==> src/rtl/dm_arbiter_if.sv <==
// Bus bundle between the CPU/checker requesters, the dm_arbiter and the dm memory.
// slave = arbiter side, master = requester/memory environment side.
interface dm_arbiter_if #(
    parameter int unsigned ADDR_W = 7,
    parameter int unsigned DATA_W = 32
);
    logic              cpu_req;
    logic              cpu_we;
    logic [ADDR_W-1:0] cpu_addr;
    logic [DATA_W-1:0] cpu_wdata;
    logic              cpu_gnt;
    logic              cpu_rvalid;
    logic [DATA_W-1:0] cpu_rdata;

    logic              chk_req;
    logic [ADDR_W-1:0] chk_addr;
    logic              chk_gnt;
    logic              chk_rvalid;
    logic [DATA_W-1:0] chk_rdata;

    logic [ADDR_W-1:0] mem_addr;
    logic              mem_rd;
    logic              mem_wr;
    logic [DATA_W-1:0] mem_wdata;
    logic [DATA_W-1:0] mem_rdata;

    logic              busy;

    modport slave (
        input  cpu_req, cpu_we, cpu_addr, cpu_wdata, chk_req, chk_addr, mem_rdata,
        output cpu_gnt, cpu_rvalid, cpu_rdata, chk_gnt, chk_rvalid, chk_rdata,
               mem_addr, mem_rd, mem_wr, mem_wdata, busy
    );

    modport master (
        output cpu_req, cpu_we, cpu_addr, cpu_wdata, chk_req, chk_addr, mem_rdata,
        input  cpu_gnt, cpu_rvalid, cpu_rdata, chk_gnt, chk_rvalid, chk_rdata,
               mem_addr, mem_rd, mem_wr, mem_wdata, busy
    );
endinterface

==> src/rtl/dm_arbiter.sv <==
// Shares the single-ported dm between the CPU load/store port and the checker read port.
// Round-robin by default; define DM_ARB_CPU_PRIO_EN for CPU priority with a starvation guard.
module dm_arbiter #(
    parameter int unsigned ADDR_W   = 7,
    parameter int unsigned DATA_W   = 32,
    parameter int unsigned MAX_WAIT = 4
) (
    input logic         clk,
    input logic         reset,
    dm_arbiter_if.slave bus
);
    localparam logic [1:0] IDLE   = 2'd0;
    localparam logic [1:0] ACCESS = 2'd1;
    localparam logic [1:0] WAIT   = 2'd2;

    if (MAX_WAIT < 1) begin : g_bad_max_wait
        $error("dm_arbiter: MAX_WAIT must be at least 1");
    end

    logic [1:0]        state_q, state_d;
    logic              last_chk_q, last_chk_d;
    logic              cpu_gnt_q, cpu_gnt_d;
    logic              chk_gnt_q, chk_gnt_d;
    logic              cpu_rvalid_q, cpu_rvalid_d;
    logic              chk_rvalid_q, chk_rvalid_d;
    logic [DATA_W-1:0] cpu_rdata_q, cpu_rdata_d;
    logic [DATA_W-1:0] chk_rdata_q, chk_rdata_d;
    logic [ADDR_W-1:0] mem_addr_q, mem_addr_d;
    logic              mem_rd_q, mem_rd_d;
    logic              mem_wr_q, mem_wr_d;
    logic [DATA_W-1:0] mem_wdata_q, mem_wdata_d;
    logic              busy_q, busy_d;
    logic              cpu_win, chk_win;

`ifdef DM_ARB_CPU_PRIO_EN
    localparam int unsigned WAIT_W = $clog2(MAX_WAIT + 1);
    logic [WAIT_W-1:0] wait_cnt_q, wait_cnt_d;

    // CPU wins conflicts unless the checker has already lost MAX_WAIT times in a row.
    assign chk_win = bus.chk_req && (!bus.cpu_req || (wait_cnt_q == WAIT_W'(MAX_WAIT)));
`else
    assign chk_win = bus.chk_req && (!bus.cpu_req || !last_chk_q);
`endif
    assign cpu_win = bus.cpu_req && !chk_win;

    always_comb begin
        state_d      = state_q;
        last_chk_d   = last_chk_q;
        cpu_gnt_d    = 1'b0;
        chk_gnt_d    = 1'b0;
        cpu_rvalid_d = 1'b0;
        chk_rvalid_d = 1'b0;
        cpu_rdata_d  = cpu_rdata_q;
        chk_rdata_d  = chk_rdata_q;
        mem_addr_d   = mem_addr_q;
        mem_rd_d     = 1'b0;
        mem_wr_d     = 1'b0;
        mem_wdata_d  = mem_wdata_q;
`ifdef DM_ARB_CPU_PRIO_EN
        wait_cnt_d   = wait_cnt_q;
`endif
        case (state_q)
            IDLE: begin
                if (cpu_win) begin
                    state_d     = ACCESS;
                    last_chk_d  = 1'b0;
                    cpu_gnt_d   = 1'b1;
                    mem_addr_d  = bus.cpu_addr;
                    mem_rd_d    = !bus.cpu_we;
                    mem_wr_d    = bus.cpu_we;
                    mem_wdata_d = bus.cpu_we ? bus.cpu_wdata : '0;
                end else if (chk_win) begin
                    state_d     = ACCESS;
                    last_chk_d  = 1'b1;
                    chk_gnt_d   = 1'b1;
                    mem_addr_d  = bus.chk_addr;
                    mem_rd_d    = 1'b1;
                    mem_wdata_d = '0;
                end
`ifdef DM_ARB_CPU_PRIO_EN
                if (chk_win) begin
                    wait_cnt_d = '0;
                end else if (cpu_win && bus.chk_req) begin
                    wait_cnt_d = wait_cnt_q + WAIT_W'(1);
                end
`endif
            end
            ACCESS: state_d = mem_wr_q ? IDLE : WAIT;
            WAIT: begin
                // The winner of the grant just completed is still recorded in last_chk_q.
                if (last_chk_q) begin
                    chk_rdata_d  = bus.mem_rdata;
                    chk_rvalid_d = 1'b1;
                end else begin
                    cpu_rdata_d  = bus.mem_rdata;
                    cpu_rvalid_d = 1'b1;
                end
                state_d = IDLE;
            end
            default: state_d = IDLE;
        endcase
        busy_d = (state_d != IDLE);
    end

    always_ff @(posedge clk or negedge reset) begin
        if (!reset) begin
            state_q      <= IDLE;
            last_chk_q   <= 1'b1;
            cpu_gnt_q    <= 1'b0;
            chk_gnt_q    <= 1'b0;
            cpu_rvalid_q <= 1'b0;
            chk_rvalid_q <= 1'b0;
            cpu_rdata_q  <= '0;
            chk_rdata_q  <= '0;
            mem_addr_q   <= '0;
            mem_rd_q     <= 1'b0;
            mem_wr_q     <= 1'b0;
            mem_wdata_q  <= '0;
            busy_q       <= 1'b0;
`ifdef DM_ARB_CPU_PRIO_EN
            wait_cnt_q   <= '0;
`endif
        end else begin
            state_q      <= state_d;
            last_chk_q   <= last_chk_d;
            cpu_gnt_q    <= cpu_gnt_d;
            chk_gnt_q    <= chk_gnt_d;
            cpu_rvalid_q <= cpu_rvalid_d;
            chk_rvalid_q <= chk_rvalid_d;
            cpu_rdata_q  <= cpu_rdata_d;
            chk_rdata_q  <= chk_rdata_d;
            mem_addr_q   <= mem_addr_d;
            mem_rd_q     <= mem_rd_d;
            mem_wr_q     <= mem_wr_d;
            mem_wdata_q  <= mem_wdata_d;
            busy_q       <= busy_d;
`ifdef DM_ARB_CPU_PRIO_EN
            wait_cnt_q   <= wait_cnt_d;
`endif
        end
    end

    assign bus.cpu_gnt    = cpu_gnt_q;
    assign bus.chk_gnt    = chk_gnt_q;
    assign bus.cpu_rvalid = cpu_rvalid_q;
    assign bus.chk_rvalid = chk_rvalid_q;
    assign bus.cpu_rdata  = cpu_rdata_q;
    assign bus.chk_rdata  = chk_rdata_q;
    assign bus.mem_addr   = mem_addr_q;
    assign bus.mem_rd     = mem_rd_q;
    assign bus.mem_wr     = mem_wr_q;
    assign bus.mem_wdata  = mem_wdata_q;
    assign bus.busy       = busy_q;
endmodule

==> src/flat_wrapper.sv <==
// flat-port wrapper written by rule: the top's interface ports become plain ports
module dm_arbiter_flat 
#(
    parameter int unsigned ADDR_W   = 7,
    parameter int unsigned DATA_W   = 32,
    parameter int unsigned MAX_WAIT = 4
)
  (clk, reset, bus_cpu_req, bus_cpu_we, bus_cpu_addr, bus_cpu_wdata, bus_chk_req, bus_chk_addr, bus_mem_rdata, bus_cpu_gnt, bus_cpu_rvalid, bus_cpu_rdata, bus_chk_gnt, bus_chk_rvalid, bus_chk_rdata, bus_mem_addr, bus_mem_rd, bus_mem_wr, bus_mem_wdata, bus_busy);
  dm_arbiter_if #(.ADDR_W(ADDR_W), .DATA_W(DATA_W)) bus_i ();
  input logic clk;
  input logic reset;
  input wire logic [$bits(bus_i.cpu_req)-1:0] bus_cpu_req;
  input wire logic [$bits(bus_i.cpu_we)-1:0] bus_cpu_we;
  input wire logic [$bits(bus_i.cpu_addr)-1:0] bus_cpu_addr;
  input wire logic [$bits(bus_i.cpu_wdata)-1:0] bus_cpu_wdata;
  input wire logic [$bits(bus_i.chk_req)-1:0] bus_chk_req;
  input wire logic [$bits(bus_i.chk_addr)-1:0] bus_chk_addr;
  input wire logic [$bits(bus_i.mem_rdata)-1:0] bus_mem_rdata;
  output wire logic [$bits(bus_i.cpu_gnt)-1:0] bus_cpu_gnt;
  output wire logic [$bits(bus_i.cpu_rvalid)-1:0] bus_cpu_rvalid;
  output wire logic [$bits(bus_i.cpu_rdata)-1:0] bus_cpu_rdata;
  output wire logic [$bits(bus_i.chk_gnt)-1:0] bus_chk_gnt;
  output wire logic [$bits(bus_i.chk_rvalid)-1:0] bus_chk_rvalid;
  output wire logic [$bits(bus_i.chk_rdata)-1:0] bus_chk_rdata;
  output wire logic [$bits(bus_i.mem_addr)-1:0] bus_mem_addr;
  output wire logic [$bits(bus_i.mem_rd)-1:0] bus_mem_rd;
  output wire logic [$bits(bus_i.mem_wr)-1:0] bus_mem_wr;
  output wire logic [$bits(bus_i.mem_wdata)-1:0] bus_mem_wdata;
  output wire logic [$bits(bus_i.busy)-1:0] bus_busy;
  assign bus_i.cpu_req = bus_cpu_req;
  assign bus_i.cpu_we = bus_cpu_we;
  assign bus_i.cpu_addr = bus_cpu_addr;
  assign bus_i.cpu_wdata = bus_cpu_wdata;
  assign bus_i.chk_req = bus_chk_req;
  assign bus_i.chk_addr = bus_chk_addr;
  assign bus_i.mem_rdata = bus_mem_rdata;
  assign bus_cpu_gnt = bus_i.cpu_gnt;
  assign bus_cpu_rvalid = bus_i.cpu_rvalid;
  assign bus_cpu_rdata = bus_i.cpu_rdata;
  assign bus_chk_gnt = bus_i.chk_gnt;
  assign bus_chk_rvalid = bus_i.chk_rvalid;
  assign bus_chk_rdata = bus_i.chk_rdata;
  assign bus_mem_addr = bus_i.mem_addr;
  assign bus_mem_rd = bus_i.mem_rd;
  assign bus_mem_wr = bus_i.mem_wr;
  assign bus_mem_wdata = bus_i.mem_wdata;
  assign bus_busy = bus_i.busy;
  dm_arbiter #(.ADDR_W(ADDR_W), .DATA_W(DATA_W), .MAX_WAIT(MAX_WAIT)) u_core (.clk(clk), .reset(reset), .bus(bus_i));
endmodule
==> config.mk <==
export PLATFORM = sky130hd
export DESIGN_NAME = dm_arbiter_flat
export DESIGN_NICKNAME = d
export VERILOG_FILES = /design/src/rtl/dm_arbiter_if.sv /design/src/rtl/dm_arbiter.sv /design/src/flat_wrapper.sv
export SDC_FILE = /design/constraint.sdc
export NUM_CORES = 1
export LEC_CHECK = 0
export ABC_AREA = 1
export CAP_MARGIN = 20
export CORE_MARGIN = 2
export CORE_UTILIZATION = 39
export CTS_CLUSTER_SIZE = 20
export DETAILED_ROUTE_END_ITERATION = 8
export GPL_TIMING_DRIVEN = 0
export PLACE_DENSITY = 0.77
export SLEW_MARGIN = 10
export SYNTH_ARGS = -nofsm -noshare
export SYNTH_HDL_FRONTEND = slang
export SYNTH_SLANG_ARGS = --single-unit
==> constraint.sdc <==
create_clock -name clk -period 1.3 [get_ports clk]
set_input_delay 0.195 -clock clk [delete_from_list [all_inputs] [get_ports clk]]
set_output_delay 0.195 -clock clk [all_outputs]
set_load 0.01 [all_outputs]
### After elaboration in Yosys (flattened, before gate mapping)

Index checks and enable logic that the tools add are counted.

* $add $sub $neg: 0
* multipliers: 0
* div/mod/pow operators: 0
* order comparisons: 0
* eq/ne operators: 2
* shift operators: 0
* mux-type cells: 24
* bitwise gates (word level): 1
* reductions and logical operators: 13

Operators by type and width (number)
* $mux 32: 3
* $mux 1: 15
* $mux 7: 2
* $mux 2: 3
* $reduce_and 2->1: 3
* $logic_not 1->1: 4
* $pmux 2 s2: 1
* $reduce_bool 2->1: 2
* $eq 2x1->1 const B: 1
* $eq 2x2->1 const B: 1
* $logic_and 1x1->1: 2
* $logic_not 2->1: 1
* $logic_or 1x1->1: 1
* $not 1->1: 1

* bits in registers: 113
* bits in latches: 0
* memory bits (writable): 0
* ROM bits: 0
* output and inout bits: 110
* word-level logic and storage cells: 53
* memories: 0

### Depth between registers and ports, before layout

Gate-level depths: netlist of the first run.

* depth after elaboration: 8
* mapped depth: 8
* depth with buffers taken out: 6

### Worst setup path after synthesis of the first run

No wires, ideal clock.

* path type: register -> register
* from: register u_core.last_chk_q
* to: register u_core.cpu_rdata_q[10], in the netlist u_core.bus.cpu_rdata[10]
* library setup time: 130 ps
* data arrival time: 1113 ps
* data required time: 1170 ps
* path slack: 58 ps
* stages on the path, launching flop included: 6
* buffers on the path: 2
* clock period less this slack: 1242 ps
* cells stage by stage: dfstp_2 > inv_1 > nand3_1 > buf_2 > clkbuf_1 > o21ai_0

* cells in the longest elaborated chain, start to end: 2

RTL lines
* start: declaration: line dm_arbiter.sv:21 `logic last_chk_q, last_chk_d;`
* start signal: assignment: line dm_arbiter.sv:125 `last_chk_q <= last_chk_d;`
* $not 1->1 (no source line)
* $reduce_and 2->1 (no source line)
* end signal: assignment: line dm_arbiter.sv:130 `cpu_rdata_q <= cpu_rdata_d;`
* end: declaration: line dm_arbiter.sv:26 `logic [DATA_W-1:0] cpu_rdata_q, cpu_rdata_d;`

No other way between the ends.
A chain may end at the register's enable or synchronous reset.

### Final worst setup path of the first run

* from: register u_core.state_q[1]
* to: register u_core.mem_wdata_q[4], in the netlist u_core.bus.mem_wdata[4]

* cells in the longest elaborated chain, start to end: 2

RTL lines
* start: declaration: line dm_arbiter.sv:20 `logic [1:0] state_q, state_d;`
* start signal: assignment: line dm_arbiter.sv:124 `state_q <= state_d;`
* $logic_not 2->1: line dm_arbiter.sv:62 `case (state_q)`
* $reduce_and 2->1 (no source line)
* end signal: assignment: line dm_arbiter.sv:135 `mem_wdata_q <= mem_wdata_d;`
* end: declaration: line dm_arbiter.sv:31 `logic [DATA_W-1:0] mem_wdata_q, mem_wdata_d;`

No other way between the ends.

==> impl.org, run 1 <==
** Run status
- The flow ran to the end, but the final reports show violations.
- The final reports fail on setup timing.

** Timing
- Setup slack on the critical path of the routed design comes to -0.007838 ns.
- Hold is met by ~0.17 ns.
- Final period utilization :: 1.006
- Setup-failing EPs final :: 8
- After layout, the minimum clock period comes to about 1.3 ns.
- Worst Clk Skew :: ~0.011 ns
- For this run, the top clock speed supported by timing is between 700 and 800 MHz.
- The number of pins with negative max-slew slack in the final report is 0.
- At the pin with the least slew margin, the transition time is around 0.52 ns.
- Setup repair after global routing could not meet its margin everywhere.
- Setup TNS Final :: -0.02557 ns
- The worst pin sits at a relative slew slack of 0.6558.
- The final-report hold violation count is 0.

** Power and ir drop
- Of the total power, the share spent switching nets is 0.3485.
- Reported net switching power :: approximately 6.0 mW
- Internal power summed over all cells :: 11.21 mW
- Relative contribution of combinational cells to total power :: 0.402
- Of the total power, the clock network draws 0.257.
- Leakage power :: between 4 and 5 nW
- IR analysis of the VDD net gives a maximum drop of between 0.001 and 0.0015 V.
- Power spread over the standard cell area amounts to about 2300 nW/µm².
- Total power for the finished layout comes to 17.21 mW.
- Sequential group share of total power :: 0.341

** Critical path
- FF-to-FF path depth :: 8
- At the worst endpoint, the arrival time is 1.60 ns.
- Critical Path Source Type :: register
- Critical Path End Type :: register
- Data on the critical path is required at its endpoint by between 1.5 and 2 ns.
- Launch instance of the worst register-to-register path :: u_core.state_q[1]
- Slack of the worst reg-to-reg path :: -0.008 ns
- Along the worst path, the maximum fanout reaches 8.
- The critical path is of the register to register type.
- In this run the critical register-to-register path is captured at u_core.bus.mem_wdata[4].

** Synth
- Area share of the largest cell type after synthesis :: 0.6105
- Top post-synthesis cells by count :: sky130_fd_sc_hd__nand2_1 (218), sky130_fd_sc_hd__dfrtp_1 (112), sky130_fd_sc_hd__o21ai_0 (66)
- Yosys mapped the design onto 16 distinct sky130hd cell types.
- Most repeated cell in the gate-level netlist after synthesis :: sky130_fd_sc_hd__nand2_1
- Post-synthesis average cell area :: between 8 and 9 µm²
- Dominant synthesized flop cell :: sky130_fd_sc_hd__dfrtp_1
- Warnings from Yosys :: 0
- Sorting the synthesized cells by area gives the leading types as sky130_fd_sc_hd__dfrtp_1 (61%), sky130_fd_sc_hd__nand2_1 (18%), sky130_fd_sc_hd__o21ai_0 (7.2%).
- Post-synth EDFFs :: 0
- For this run, asynchronously set or reset flops after synthesis account for 1.000.
- After synthesis, the share of cell area in mux cells is 0.
- Synth area leader :: sky130_fd_sc_hd__dfrtp_1
- Adder and majority cell fraction of the synthesized area :: 0
- Fraction of the yosys area taken by sequential cells :: 0.6162
- Of the total synthesized cell area, the portion taken by AND, OR, NAND and NOR gates is 0.2306.
- Synthesis handed over a netlist of about 540 instances.
- Cell area after synthesis :: about 4600 µm²
- After synthesis, the largest family of logic cells by area is simple AND/OR/NAND/NOR gates.
- Post-synthesis compound-gate area fraction :: 0.07304
- Synthesized Nets :: ~620
- Counting flops and latches in the post-synthesis netlist gives between 100 and 150.
- Xor and xnor fraction of the mapped netlist area :: 0

** Global routing
- Vias in the first global route :: approximately 4500
- Wire length of the first global-routing pass :: 22070 µm
- Total routing usage reported by global routing :: 0.2175
- Summed over all layers, the global routing overflow is 0.
- Antenna violations before repair :: 0
- Pin count of the biggest net entering global routing :: slightly above 60

** Clock tree
- H-tree depth :: 4
- Clock edge transition at the registers on the reported setup and hold paths :: 0.06 ns
- The cell sitting at the root of the clock tree is a sky130_fd_sc_hd__clkbuf_16.
- The clock reaches the later pin of the worst-skew pair after around 0.40 ns.
- CTS tree :: done
- Counting along the longest clock path gives a buffer depth of 2.
- The number of clock buffers added by TritonCTS is 17.
- Counting every sink on the clock net gives 113.

** Placement
- In this run, placement finished with an instance count of between 800 and 900.
- Input and output buffers added on the ports amount to between 150 and 200.
- Detail Placement HPWL :: 9706 µm
- Prior to clock tree synthesis, the placed netlist has a worst setup slack of -0.4060 ns.
- After detailed placement, the total cell area comes to roughly 6700 µm².
- Routability-driven placement finished with a final weighted congestion of 0.8279.

** Finish
- Util after Layout :: 0.6578
- After filler insertion, the fill cell instance count of the layout stands at about 950.
- Layout cell share with drive strength beyond 1 :: 0.1394
- Layout area overhead :: 64.32%
- Count of antenna diodes in the layout :: 0
- After the flow finishes, the layout carries non-filler instances totaling between 900 and 1000.
- For this run, the post-layout net count is 853.
- Summing all non-filler instances in the final layout gives an area of 7543 µm².

** Floorplan
- The floorplan has 39 rows.
- The die covers 12660 µm².
- Die height :: about 110 µm
- The core region is about 11000 µm².
- Width of the die :: ~110 µm
- I/O pins :: 193
- The initial utilization of the core area, before any placement, comes to 0.4003.

** Min path
- The worst hold path begins at bus_cpu_we.
- The path with the worst hold slack has its endpoint at u_core.bus.mem_wdata[0].
- Number of instances on the worst hold path :: 5
- In this run the worst hold path is classified as input port to register.

** Drt
- Across all layers, the routed design uses 4361 vias.
- Detailed-routing iteration count for the pre-antenna-repair pass :: 4
- Vias/cell :: between 4 and 5
- In this run, the number of DRC markers left after iteration 0 of detailed routing was between 300 and 400.
- In this run the remaining antenna-violating nets after routing total 0.
- Wire length reported by the detailed router :: 13500 µm
- In the final routed layout, each cell accounts on average for ~15 µm.
- In the routed design, unresolved DRC markers number 0.

** Run
- Max-cap violations in this run came to 0.
logic make-up (layout without fill, tap and decap cells):
kind of cell	count (synthesis)	count (layout)
AO/OA/AOI/OAI	67	67
AND/OR/NAND/NOR	273	273
flip-flops	113	113
buffers and inverters	88	329
state kept, by name, summed over array words and instances, names as in the netlist:
name	flops
u_core.bus.mem_addr	7
u_core.bus.mem_wdata	32
u_core.bus.busy	1
u_core.bus.mem_wr	1
u_core.bus.chk_gnt	1
u_core.bus.cpu_rdata	32
u_core.last_chk_q	1
u_core.state_q	2
u_core.bus.mem_rd	1
u_core.bus.chk_rvalid	1
u_core.bus.cpu_gnt	1
u_core.bus.cpu_rvalid	1
u_core.bus.chk_rdata	32
worst max path at each step:
| stage | startpoint | endpoint | slack (ns) |
|---|---|---|---|
| final | u_core.state_q[1] | u_core.bus.mem_wdata[4] | -0.008 |
| after global routing | u_core.state_q[1] | u_core.last_chk_q | -0.09 |
| after CTS | u_core.state_q[0] | u_core.bus.mem_wdata[6] | -0.02 |
| after detailed placement | bus_chk_req | u_core.bus.mem_addr[4] | -0.41 |
| after global placement | reset | u_core.bus.mem_wdata[13] | -4.12 |
| after floorplan | u_core.last_chk_q | u_core.bus.cpu_rdata[10] | 0.06 |
power groups by stage:
stage               sequential (mW)  combinational, mW  clock, mW
finish                         5.87               6.92       4.43
global route                   6.05               7.57       4.67
CTS                            5.83               6.54       4.50
detailed placement             5.90               6.94          0
global placement               5.83               6.74          0
floorplan                      6.48               2.20          0
critical path, cell delays in order, from the launching register on:
cell and delay [ns]:
sky130_fd_sc_hd__dfrtp_1 0.39, sky130_fd_sc_hd__nor2_2 0.16, sky130_fd_sc_hd__inv_2 0.07, sky130_fd_sc_hd__nor2_4 0.15
sky130_fd_sc_hd__inv_2 0.07, sky130_fd_sc_hd__buf_6 0.14, sky130_fd_sc_hd__buf_12 0.14, sky130_fd_sc_hd__nand2_1 0.05
sky130_fd_sc_hd__nand2_1 0.05
layout make-up:
cell class | count | area, µm² | share of cell area
plain buffers | 31 | 254.0 | 0.03367
repair buffers | 210 | 2026 | 0.2685
flip-flops and latches | 113 | 2829 | 0.3750
clock inverters | 11 | 113.9 | 0.01509
clock buffers | 20 | 456.7 | 0.06054
well taps | 143 | 178.9 | 0.02372
multi-input cells | 340 | 1471 | 0.1951
inverters | 57 | 214.0 | 0.02836
routing by layer:
metal	wire, µm	global-route usage	vias to the layer above
met3	1243	0.07397	16
met5	0	0	-
met2	6656	0.3675	198
met1	5495	0.2660	2037
li1	-	-	2110
met4	100	0.06423	0
what timing repair did:
action	4_1_cts	5_1_grt
resized for setup	160	72
endpoints found under the setup margin	207	102
setup buffers	10	4
pin swaps	9	11
hold buffers	1	0
endpoints found under the hold margin	53	0
cloned	1	2
placed cells by master, fill, tap and decap left out, drive strengths merged:
cell type / instances
nand2: 218
dfrtp: 112
clkdlybuf4s50: 80
dlygate4sd2: 79
o21ai: 67
inv: 57
buf: 42
nor2: 37
clkdlybuf4s15: 30
clkbuf: 29
nand3: 16
clkinv: 7
bufinv: 2
clkinvlp: 2
nor3: 1
or2: 1
dlygate4sd3: 1
dfstp: 1
(Power assumes the default switching activity.)
==> inputs of run 2 (changes only) <==
Settings changed: CORE_UTILIZATION 39 to 40, CTS_BUF_LIST set to sky130_fd_sc_hd__clkbuf_8, PLACE_DENSITY 0.77 to 0.79.
==> run 2 against run 1 <==
Against the previous run:
- the run now ends clean
- sequential power up 3%
- via count rose by 2.9%
- total power decreased by 0.31%
- global-route usage is 0.73 points higher
- clock power is 23% lower
- largest power group unchanged
==> impl.org, run 2 (synthesis gave the netlist of run 1 again) <==
** Global routing
- Total routing usage reported by global routing :: 0.2248
- The first global-routing pass estimated between 20000 and 25000 µm of wire.
- Entering global routing, the biggest net connects slightly below 70 pins.
- Vias in the first global route :: between 4000 and 5000
- The number of antenna violations at the first check in global routing came to 0.
- Total gr overflow :: 0

** Timing
- Setup-failing EPs final :: 0
- In the post-route analysis, the smallest setup slack over all paths is slightly above 0.02 ns.
- The number of pins with negative max-slew slack in the final report came to 0.
- Timing would allow up to between 700 and 800 MHz.
- Unrepaired setup endpoints after global routing :: yes
- The smallest clock period supported by the final layout is computed as ~1.3 ns.
- Headroom to the max-slew limit came out at 0.5799.
- Of the available clock period, the critical path in the final layout requires 0.9841.
- The final-report hold violation count is 0.
- The tightest hold path in the finished design has a slack of around 0.15 ns.
- Worst Max-Slew Pin Slew :: ~0.63 ns
- Worst Clk Skew :: 0.01062 ns

** Critical path
- For the worst setup path, the data required time is between 1.5 and 2 ns.
- Critical path, cell by cell :: inv_2 -> nand3_4 -> clkbuf_16 -> clkbuf_16 -> nand2_2 -> o21ai_1
- Worst EP arrival :: 1.64 ns
- Crit path top cell by count :: sky130_fd_sc_hd__clkbuf_16
- Setup slack on the worst reg-to-reg path comes out at between 0.02 and 0.025 ns.
- STA classifies the critical path endpoint as a register.
- The critical path is of the register to register type.
- Max incr delay on CP :: just over 0.6 ns
- CP max FO :: 5
- The slowest stage of the critical path belongs to the cell sky130_fd_sc_hd__dfstp_2.
- Critical Path Source Type :: register

** Finish
- From synthesis to final layout, the design area changed by 63.83%.
- Layout filler cell count :: slightly above 900
- Layout cell share with drive strength beyond 1 :: 0.2738
- Count of antenna diodes in the layout :: 0
- Commonest non-fill, non-tap cells in the layout :: sky130_fd_sc_hd__nand2_1 (174), sky130_fd_sc_hd__dfrtp_1 (112), sky130_fd_sc_hd__clkdlybuf4s50_1 (80)
- Most common cell after layout, fill and taps aside :: sky130_fd_sc_hd__nand2_1
- For this run, the post-layout net count is between 800 and 900.

** Clock tree
- The H-tree generated during clock tree synthesis spans 4 levels.
- Number of clock sinks seen by CTS :: about 110
- Clock Tree Root :: sky130_fd_sc_hd__clkbuf_8
- The clock reaches the later pin of the worst-skew pair after ~0.43 ns.
- Clock edge transition at the registers on the reported setup and hold paths :: around 0.070 ns
- In this run the deepest clock path goes through 2 buffers.
- Clock tree synthesis inserted a total of 17 buffers.
- TritonCTS built the clock tree.

** Run status
- The run finished with clean final reports.

** Drt
- Detailed-routing iteration count for the pre-antenna-repair pass :: 4
- For this block, the routed nets add up to about 14000 µm of wire.
- Number of violations reported at the end of detailed-routing iteration 0 :: between 200 and 250
- Detailed routing inserted a total of around 4500 vias.
- DRC violation count after routing :: 0
- Average routed wire per standard cell :: roughly 15 µm
- In this run the remaining antenna-violating nets after routing total 0.
- Vias/cell :: 4.817

** Placement
- Placer Congestion :: roughly 0.8
- Before CTS, the worst setup slack after placement is -0.3862 ns.
- Summed over all nets, the half-perimeter wirelength after detailed placement is ~10000 µm.
- During placement, the flow inserted port buffers numbering approximately 190.

** Floorplan
- Core Box Area :: roughly 11000 µm²
- I/O pins :: 193
- Row Count :: 39
- Total Die Area :: approximately 12000 µm²
- For this configuration, the core starts out at a cell density of 0.4055.
- Die height :: 111.1 µm
- From left edge to right edge, the die measures 111.1 µm.

** Min path
- In this run the worst hold path is classified as input port to register.

** Power and ir drop
- IR drop worst, VDD :: about 0.0011 V
- Power spread over the standard cell area amounts to 2281 nW/µm².
- In this run the static leakage power is slightly below 4 nW.

** Run
- Number of maximum-capacitance violations :: 0
==> run 2: cell types whose count changed in the layout (fill, tap and decap cells not counted), moves of 4 or more <==
cell and delta:
sky130_fd_sc_hd__nand2_1 -25, sky130_fd_sc_hd__clkbuf_8 +15, sky130_fd_sc_hd__clkbuf_2 +51, sky130_fd_sc_hd__clkbuf_16 -14, sky130_fd_sc_hd__nand2_2 +22, sky130_fd_sc_hd__clkbuf_4 +4, sky130_fd_sc_hd__o21ai_2 +14, sky130_fd_sc_hd__o21ai_0 -35
sky130_fd_sc_hd__clkdlybuf4s15_1 +21, sky130_fd_sc_hd__dlygate4sd2_1 -79, sky130_fd_sc_hd__o21ai_1 +21
==> run 2: layer usage <==
metal  up-vias  share of wire  GRT usage
li1       2117              -          -
met4         0          0.021    0.07984
met2       187           0.50     0.3861
met1      2152           0.39     0.2515
met5         -              0          0
met3        33          0.084    0.09459
==> run 2: path summary, 6_finish.rpt <==
kind                                   start                       end  depth (start not counted)
min reg2reg                u_core.bus.mem_wr         u_core.state_q[1]                          1
min in group asynchronous              reset  u_core.bus.mem_wdata[17]                          2
max reg2reg                u_core.last_chk_q  u_core.bus.cpu_rdata[28]                          6
max in group asynchronous              reset         u_core.last_chk_q                          3
max                        u_core.last_chk_q  u_core.bus.cpu_rdata[28]                          6
min                               bus_cpu_we   u_core.bus.mem_wdata[1]                          5
==> run 2: cell type report <==
| type | count | area [µm²] | share of cell area |
|---|---|---|---|
| inverters | 57 | 214.0 | 0.02845 |
| clock buffers | 18 | 247.7 | 0.03294 |
| flip-flops and latches | 113 | 2829 | 0.3761 |
| well taps | 143 | 178.9 | 0.02379 |
| plain buffers | 31 | 309.0 | 0.04109 |
| clock inverters | 14 | 165.2 | 0.02196 |
| repair buffers | 216 | 1961 | 0.2607 |
| multi-input cells | 340 | 1617 | 0.2149 |
==> run 2: critical path: cells and delay by family (launching register included) <==
family,cells,cell delay (ns)
buffers and inverters,3,0.38
AO/OA/AOI/OAI,1,0.07
AND/OR/NAND/NOR,2,0.14
flip-flops,1,0.61
==> run 2: timing repair <==
item	4_1_cts	5_1_grt
setup endpoints to repair	207	153
gates cloned	1	6
resized for setup	258	219
setup buffers	13	3
pin swaps	3	12
endpoints found under the hold margin	66	0
hold buffers	1	0
==> run 2: report_power, final <==
group	total, mW	switching, mW	internal (mW)	leakage (nW)
Combinational	7.73	3.94	3.79	2.30
Sequential	6.02	1.00	5.02	1.44
Clock	3.41	1.47	1.93	0.196
==> run 2: per-stage QoR <==
stage | util | std cells | TNS (ns) | power (mW) | instance area [µm²]
after global routing | 0.6643 | 932 | -1.754 | 18.15 | 7521
after floorplan | - | 541 | 0 | 8.679 | 4591
final | 0.6643 | 932 | 0 | 17.16 | 7521
after detailed placement | 0.5927 | 876 | -24.71 | 12.82 | 6710
after CTS | 0.6504 | 923 | -0.03407 | 16.24 | 7363
after global placement | 0.5902 | 875 | -480.58 | 12.53 | 6681
